--- config.mk ---
export PLATFORM = sky130hd
export DESIGN_NAME = encoder_4_to_2_serial
export DESIGN_NICKNAME = d
export VERILOG_FILES = /design/src/rtl/encoder_pkg.sv /design/src/rtl/prio_enc_4.sv /design/src/rtl/encoder_4_to_2_serial.sv
export SDC_FILE = /design/constraint.sdc
export NUM_CORES = 1
export LEC_CHECK = 0
export ABC_AREA = 1
export CAP_MARGIN = 5
export CORE_AREA = 2 2 39 41
export CTS_BUF_LIST = sky130_fd_sc_hd__clkbuf_16
export CTS_CLUSTER_SIZE = 16
export DETAILED_ROUTE_END_ITERATION = 8
export DIE_AREA = 0 0 41 43
export PLACE_DENSITY = 0.67
export SYNTH_ARGS = -nofsm -noshare
export SYNTH_HDL_FRONTEND = slang
export SYNTH_HIERARCHICAL = 1
export SYNTH_SLANG_ARGS = --single-unit
--- constraint.sdc ---
create_clock -name clk -period 5.4 [get_ports clk]
set_input_delay 0.54 -clock clk [delete_from_list [all_inputs] [get_ports clk]]
set_output_delay 0.54 -clock clk [all_outputs]
set_load 0.03 [all_outputs]
--- src/rtl/encoder_pkg.sv ---
// +--------------------------------------------------------------------------+
// | encoder_pkg : shared types and widths for the serial 4-to-2 encoder       |
// | Rev 1.0                                                                   |
// +--------------------------------------------------------------------------+
`default_nettype none

package encoder_pkg;

  localparam int IN_W  = 4;
  localparam int IDX_W = 2;

  typedef enum logic [0:0] {
    IDLE  = 1'b0,
    SERVE = 1'b1
  } state_t;

endpackage

`default_nettype wire

--- src/rtl/prio_enc_4.sv ---
// +--------------------------------------------------------------------------+
// | prio_enc_4 : combinational 4-bit priority encoder, direction selectable  |
// | Rev 1.0                                                                   |
// +--------------------------------------------------------------------------+
`default_nettype none

module prio_enc_4
  import encoder_pkg::*;
#(
  parameter bit LOW_FIRST = 1'b1
) (
  input  logic [IN_W-1:0]  vec,
  output logic [IDX_W-1:0] idx,
  output logic             zero
);

  // Scan so that the preferred end is written last and therefore wins.
  always_comb begin
    idx  = '0;
    zero = (vec == '0);
    if (LOW_FIRST) begin
      for (int i = IN_W - 1; i >= 0; i--) begin
        if (vec[i]) idx = IDX_W'(i);
      end
    end else begin
      for (int i = 0; i < IN_W; i++) begin
        if (vec[i]) idx = IDX_W'(i);
      end
    end
  end

endmodule

`default_nettype wire

--- src/rtl/encoder_4_to_2_serial.sv ---
// +--------------------------------------------------------------------------+
// | encoder_4_to_2_serial : serialises a multi-hot word into index beats     |
// | Rev 1.0                                                                   |
// +--------------------------------------------------------------------------+
`default_nettype none

module encoder_4_to_2_serial
  import encoder_pkg::*;
#(
  parameter bit LOW_FIRST = 1'b1
) (
  input  logic             clk,
  input  logic             rst_n,
  input  logic             in_valid,
  output logic             in_ready,
  input  logic [IN_W-1:0]  D,
  output logic             out_valid,
  input  logic             out_ready,
  output logic [IDX_W-1:0] Q,
  output logic             last,
  output logic             none
);

  state_t            r_state, w_state_nx;
  logic [IN_W-1:0]   r_pending, w_pending_nx;
  logic              r_none, w_none_nx;
  logic [IDX_W-1:0]  w_idx;
  logic              w_zero;
  logic              w_last;

  prio_enc_4 #(
    .LOW_FIRST (LOW_FIRST)
  ) u_prio (
    .vec  (r_pending),
    .idx  (w_idx),
    .zero (w_zero)
  );

  assign w_last = w_zero | $onehot(r_pending);

  always_ff @(posedge clk or negedge rst_n) begin
    if (!rst_n) begin
      r_state   <= IDLE;
      r_pending <= '0;
      r_none    <= 1'b0;
    end else begin
      r_state   <= w_state_nx;
      r_pending <= w_pending_nx;
      r_none    <= w_none_nx;
    end
  end

  always_comb begin
    w_state_nx   = r_state;
    w_pending_nx = r_pending;
    w_none_nx    = r_none;
    case (r_state)
      IDLE: begin
        if (in_valid) begin
          w_pending_nx = D;
          w_none_nx    = (D == '0);
          w_state_nx   = SERVE;
        end
      end
      SERVE: begin
        if (out_ready) begin
          // Clearing bit 0 of an all-zero word is harmless, so D==0 needs no special case.
          w_pending_nx = r_pending & ~(IN_W'(1) << w_idx);
          if (w_last) begin
            w_none_nx  = 1'b0;
            w_state_nx = IDLE;
          end
        end
      end
      default: w_state_nx = IDLE;
    endcase
  end

  // in_ready is gated by rst_n so it stays low for the whole reset pulse.
  assign in_ready  = rst_n && (r_state == IDLE);
  assign out_valid = (r_state == SERVE);
  assign Q         = out_valid ? w_idx : '0;
  assign last      = out_valid && w_last;
  assign none      = r_none;

endmodule

`default_nettype wire

==> Yosys cells after proc, flatten, opt, wreduce, memory -nomap -nowiden <==
Cells that the tools add are included.
Widths: inputs -> output; s select.
{ "classes": {"addsub": 3, "eq_ne": 4, "shift": 1, "muxes": 16, "n_bitwise": 4, "n_reduce_logical": 6} }
{ "ops": {"columns": ["op", "n"], "rows": [
  ["$mux 2", 5],
  ["$logic_not 4->1", 2],
  ["$mux 4", 2],
  ["$pmux 4 s2", 1],
  ["$mux 1", 6],
  ["$add 1x1->2", 2],
  ["$and 4x4->4", 1],
  ["$ne 2x2->1 const B", 2],
  ["$not 4->4", 1],
  ["$pmux 1 s2", 2],
  ["$shl 1x2->4 const A", 1],
  ["$add 2x2->3", 1],
  ["$eq 3x1->1 const B", 1],
  ["$reduce_and 3->1", 1],
  ["$logic_and 1x1->1", 2],
  ["$ne 2x1->1 const B", 1],
  ["$reduce_and 2->1", 1],
  ["$not 1->1", 1],
  ["$or 1x1->1", 1]
]} }
{ "word_totals": {"regBits": 6, "input_bits": 8, "output_inout_bits": 6, "wordCells": 37} }

==> Logic depth before layout (Yosys ltp) <==
Gate-level depths: netlist of the first run.
{ "logic_depth": {"word_depth": 9, "mapped_depth": 12, "mapped_depth_nobuf": 12} }

==> Hierarchy <==
The synthesis of the first run kept the hierarchy.
{ "modules_own_cells": {"columns": ["module", "n_inst", "cells_per_inst", "area_each_um2", "seq_area_each_um2"], "rows": [
  ["encoder_4_to_2_serial", 1, 61, 471.7, 150.1],
  ["prio_enc_4", 1, 9, 37.5, 0.0]
]} }

==> Worst setup path before layout of the first run <==
Ideal clock, no wire load.
{ "synth_path": {"kind": "flip-flop to output port", "start": "register r_pending[0]", "end": "output last", "arrival_time_ns": 2.006, "path_slack_ns": 2.854, "stages_incl_launch_ff": 9, "n_path_buf": 0, "path_cell_list": "dfrtp_1 > inv_1 > fa_1 > inv_1 > ha_1 > ha_1 > inv_1 > nand3_1 > a21oi_1"} }
{ "synth_via": {"elab_chain_len": 5, "elab_cells_between_ends": 6, "classes_between": "2 x add/sub; 1 x eq/ne; 1 x bitwise; 2 x reduce/logical"} }
{ "synth_lines": {"columns": ["item", "line_no", "rtl"], "rows": [
  ["from (decl)", "encoder_4_to_2_serial.sv:25", "logic [IN_W-1:0] r_pending, w_pending_nx;"],
  ["from (signal assigned)", "encoder_4_to_2_serial.sv:48", "r_pending <= w_pending_nx;"],
  ["$add 1x1->2 (implied by the code)", "encoder_4_to_2_serial.sv:39", "assign w_last = w_zero | $onehot(r_pending);"],
  ["$add 2x2->3 (implied by the code)", "encoder_4_to_2_serial.sv:39", null],
  ["$eq 3x1->1", "encoder_4_to_2_serial.sv:39", null],
  ["$or 1x1->1 *", "encoder_4_to_2_serial.sv:39", null],
  ["$logic_and 1x1->1 *", "encoder_4_to_2_serial.sv:83", "assign last = out_valid && w_last;"],
  ["to (decl)", "encoder_4_to_2_serial.sv:20", "output logic last,"]
]} }
Every way passes the cells marked *; elsewhere a longest branch is shown, timed or not.

==> Worst setup path after layout of the first run <==
Ends and elaborated chain as after synthesis.

==> results of run 1 <==
==> per-stage QoR <==
step	utilization, %	std cells	total power [mW]	setup slack, ps	hold slack, ps
after floorplan	-	70	0.312	2850	244
after global placement	46.8	98	0.392	2500	495
after detailed placement	46.8	98	0.397	2460	493
after CTS	52.3	101	0.518	2230	515
after global routing	52.3	101	0.553	2090	557
final	52.3	101	0.511	2230	520
==> kinds of logic after synthesis <==
logic type               Yosys count
AND/OR/NAND/NOR                   31
adder cells (fa/ha/maj)            3
AO/OA/AOI/OAI                      9
flip-flops                         6
buffers and inverters             21
==> flip-flops by register name, summed over array words and instances (netlist names) <==
| signal | count |
|---|---|
| none | 1 |
| out_valid | 1 |
| r_pending | 4 |
==> area by class of cell <==
cell class | count | share of cell area [%]
repair buffers | 13 | 18.0
inverters | 20 | 11.8
flip-flops and latches | 6 | 20.8
multi-input cells | 43 | 36.3
clock buffers | 3 | 10.4
well taps | 16 | 2.77
==> worst paths after layout <==
path	startpoint	to	depth (start not counted)
worst min register to register	r_pending[1]	r_pending[1]	2
worst min-delay path	r_pending[1]	r_pending[1]	2
worst max-delay path	r_pending[0]	last	9
worst max register to register	r_pending[0]	none	11
max in group asynchronous	rst_n	r_pending[1]	1
min in group asynchronous	rst_n	none	1
==> metal layers <==
layer | GRT usage, % | share of wire [%] | vias up
met5 | 0 | 0 | -
met4 | 8.00 | 1.6 | 0
met3 | 4.71 | 4.6 | 2
met2 | 17.8 | 45 | 10
met1 | 17.0 | 48 | 186
li1 | - | - | 239
==> placed cells by master, fill, tap and decap left out, types with 2 or more instances in the layout <==
cell type	instances
inv_1	17
ha_1	2
nor2_1	6
o21ai_1	2
a21oi_1	3
dfrtp_1	6
nand2_4	2
o21ai_0	2
nand2_1	16
clkdlybuf4s50_1	13
nand3_1	3
clkbuf_16	3
==> Yosys cell counts <==
master	count	area share, %
ha_1	2	4.9
a21oi_1	3	2.9
nand2_8	1	3.9
o21ai_1	2	2.0
inv_1	17	13
nand2_4	2	4.4
inv_8	1	2.2
dfrtp_1	6	29
buf_6	1	2.2
fa_1	1	3.9
o21a_1	1	1.5
nor2_2	1	1.2
nand2_1	16	12
inv_2	1	0.74
o211ai_2	1	2.5
nor2_1	6	4.4
nand3_1	3	2.9
or2_1	1	1.2
o21ai_0	2	2.0
inv_4	1	1.2
nand3_2	1	2.0
==> power by group <==
part | leakage [nW] | switching, mW | total (mW) | internal (mW)
registers | 0.0753 | 0.0285 | 0.0921 | 0.0636
clock network | 0.0370 | 0.0234 | 0.118 | 0.0949
logic | 0.270 | 0.179 | 0.301 | 0.122
total | 0.382 | 0.231 | 0.511 | 0.280
==> worst max-delay path, delay by kind of cell, from the launching register on <==
kind,cells,cell delay (ps)
compound gates,1,130
fa+ha+maj,3,960
flops,1,390
buf+inv,4,840
simple gates,1,80
==> flow_summary.yaml, run 1 <==
finish:
  nFillCells: 127
  num_antenna_cells: 0
  fin_nets: 98
  syn_to_final_growth_pct: 42.0
  drive_gt1_share_pct: 14.1
  design_area_um2: 723
  seqCellArea_um2: 150
  multi_input_area_um2: 263
synth:
  syn_nets: 81
  yosys.area_share.xor_xnor_pct: 0
  synth_compound_area_share_pct: 10.8
  synthMuxAreaShare_pct: 0
  synth_top_family_by_area: "simple AND/OR/NAND/NOR gates"
  ys_ff_latch: 6
  synthCells: 70
  synthAdderAreaFrac_pct: 8.85
  seq_area_frac_synth_pct: 29.5
  syn_area_per_cell_um2: 7.27
  netlist_area_um2: 509
  yosys.area_share.simple_pct: 31.9
  ys_warn_count: 6
  yosysUniqueCellTypes: 21
sta:
  rsz0062_at_grt: "false"
  finalSetupTns_ps: 0
  tightestPinTransition_ps: 454
  drv_slew: 0
  finClkSkew_ps: 1.20
  slew-limit-headroom_pct: 69.7
  finalSetupViolations: 0
  fin_crit_sh_pct: 58.7
  hold_viol: 0
  max_freq_mhz: 315
  period_needed_ps: 3170
worst_setup_path:
  crit_chain: "inv_1 -> fa_1 -> inv_1 -> ha_1 -> ha_1 -> inv_1 -> nand3_1 -> a21oi_1 -> clkdlybuf4s50_1"
  cp_max_fo: 4
  crit_top_cell: "inv_1"
  cp.required_ps: 4860
  reg2reg_slack_ps: 3370
  critPathCaptureType: "output port"
  critPathArrivalTime_ps: 2630
  slowest_stage: "clkdlybuf4s50_1"
  critical_path_class: "reg2out"
  cpPeakStageDelay_ps: 670
  cp-start-kind: "register"
clock_network:
  cts_tree: "built"
  cts_root_buf: "clkbuf_16"
  cts_buffers: 3
  insertion_delay_ps: 230
  cts.hold.buffers_added: 0
  cts-resized-gates: 0
  clockBufferDepth: 2
  cts_setup_buffers: 0
  clkTransAtPathRegs_ps: 30
  h-tree-depth: 1
  cts.sinks: 6
detailed_routing:
  firstDrtPassIters: 3
  finalWirelength_um: 939
  drtIter0Drc: 1
  avgViaCountPerCell: 4.33
  drcViolationCount: 0
  num_vias: 437
  antenna_left: 0
  wl_per_cell_um: 9.30
floorplanning:
  pin_count: 14
  core_um2: 1380
  start_util_pct: 36.8
  die-area_um2: 1760
  rows: 14
  die_y_um: 43
  die_width_um: 41
global_route:
  overflow: 0
  grt_pass1_wl_um: 1500
  grtUsageTotal_pct: 13.1
  grt_antenna_before_repair: 0
  grt_max_degree: 10
  grt_pass1_vias: 395
run:
  maxCapViolations: 0
power_and_ir_drop:
  leakagePower_nw: 0.382
  powerDensity_nw_per_um2: 707
  vdd_drop_max_v: 0.000305
place:
  placed_area_um2: 648
  hpwl_um: 743
  port_buffers: 13
  gp_congestion: 0.750
worst_hold_path:
  hp-class: "reg2reg"
status:
  status: "finished clean"
Note: power is estimated with default switching activity, not from simulation.
==> run 2, diff against run 1 <==
Clock period 5.4 ns to 3.17 ns, I/O delays scaled along.
==> run 2 against run 1 <==
Total power grew 71%; clock power up 69%; sequential power grew 72%; core utilization stayed put; global-route usage grew 1.9 points; cell area is the same; sequential cell count unchanged; combinational power up 72%; via count rose by 3.9%; largest cell class unchanged.
==> flow_summary.yaml, run 2 (same netlist as run 1, synthesis figures left out) <==
place:
  hpwl_um: 813
  gp_congestion: 0.759
  dp.cells: 98
  pre_cts_slack_ps: 465
  port_buffers: 13
clock_network:
  cts_buffers: 3
  cts.sinks: 6
  cts_setup_buffers: 0
  insertion_delay_ps: 220
  clkTransAtPathRegs_ps: 30
  cts.hold.buffers_added: 0
  h-tree-depth: 1
  cts_tree: "built"
  cts-resized-gates: 0
  cts_root_buf: "clkbuf_16"
  clockBufferDepth: 2
worst_setup_path:
  cp.required_ps: 2850
  reg2reg_slack_ps: 1170
  cp_num_buf_inv: 4
  crit_top_cell: "inv_1"
  slowest_stage: "clkdlybuf4s50_1"
  critPathCaptureType: "output port"
  critPathArrivalTime_ps: 2630
  crit_chain: "inv_1 -> fa_1 -> inv_1 -> ha_1 -> ha_1 -> inv_1 -> nand3_1 -> a21oi_1 -> clkdlybuf4s50_1"
  r2r-end: "none"
  cp_max_fo: 4
  cp-start-kind: "register"
  cp_top_family: "adder cells"
  critical_path_class: "reg2out"
  r2r_start: "r_pending[0]"
  reg2reg_depth: 11
  cpPeakStageDelay_ps: 680
sta:
  tightestPinTransition_ps: 455
  rsz0062_at_grt: "false"
  max_freq_mhz: 340
  finalSetupViolations: 0
  fin_crit_sh_pct: 92.8
  hold_viol: 0
  finalSetupTns_ps: 0
  finClkSkew_ps: 1.19
  period_needed_ps: 2940
  drv_slew: 0
  slew-limit-headroom_pct: 69.7
  layout_setup_ws_ps: 227
global_route:
  overflow: 0
  grt_antenna_before_repair: 0
  grt_pass1_vias: 428
  grt_pass1_wl_um: 1770
  grt_max_degree: 10
  grtUsageTotal_pct: 15.0
finish:
  top_register: "r_pending"
  syn_to_final_growth_pct: 42.0
  fin_cells: 101
  fin_nets: 98
  largest_reg_flops: 4
  num_antenna_cells: 0
  finish.utilization_pct: 52.3
  drive_gt1_share_pct: 14.1
  mostFrequentLayoutCells: "17 x inv_1, 16 x nand2_1, 13 x clkdlybuf4s50_1, 6 x nor2_1, 6 x dfrtp_1"
  layout_commonest_cell: "inv_1"
floorplanning:
  die-area_um2: 1760
  die_width_um: 41
  start_util_pct: 36.8
  die_y_um: 43
  pin_count: 14
  core_um2: 1380
  rows: 14
power_and_ir_drop:
  vdd_drop_max_v: 0.000563
  powerDensity_nw_per_um2: 1210
  leakagePower_nw: 0.382
worst_hold_path:
  hp-class: "in2async"
status:
  status: "finished clean"
detailed_routing:
  finalWirelength_um: 1010
  avgViaCountPerCell: 4.50
  firstDrtPassIters: 3
  num_vias: 454
  antenna_left: 0
  wl_per_cell_um: 10.0
  drtIter0Drc: 4
  drcViolationCount: 0
run:
  maxCapViolations: 0
run 2: cell counts in the layout (fill, tap and decap cells not counted):
Identical to the previous run, type by type.
run 2: where the power goes:
part | internal, mW | switching, mW | total, mW | leakage, nW
sequential | 0.108 | 0.0493 | 0.158 | 0.0753
clock | 0.161 | 0.0379 | 0.199 | 0.0370
combinational | 0.208 | 0.311 | 0.519 | 0.270
total | 0.478 | 0.398 | 0.876 | 0.382
run 2: layout make-up:
type | instances | area, um^2
clock buffers | 3 | 75.1
fillers | 149 | 661
inverters | 20 | 85.1
multi-input cells | 43 | 263
flip-flops and latches | 6 | 150
well taps | 16 | 20.0
repair buffers | 13 | 130
run 2: worst max path at each step:
stage	start	to	cells after the start
floorplan	r_pending[0]	last	8
global placement	r_pending[0]	last	9
detailed placement	r_pending[0]	last	9
CTS	r_pending[0]	last	9
global route	r_pending[0]	last	9
finish	r_pending[0]	last	9
run 2: per-stage QoR:
step	hold slack, ps	total power, mW	cell area (um^2)
after floorplan	21.4	0.531	509
after global placement	496	0.668	648
after detailed placement	513	0.681	648
after CTS	368	0.885	723
after global routing	389	0.950	723
final	356	0.876	723
run 2: per-layer routing:
| metal | share of wire [%] | global-route usage [%] | wire length, um | vias up |
|---|---|---|---|---|
| li1 | - | - | - | 238 |
| met1 | 47 | 19.9 | 474 | 203 |
| met2 | 49 | 21.9 | 491 | 11 |
| met3 | 3.5 | 4.71 | 35 | 2 |
| met4 | 0.99 | 6.00 | 10 | 0 |
| met5 | 0 | 0 | 0 | - |
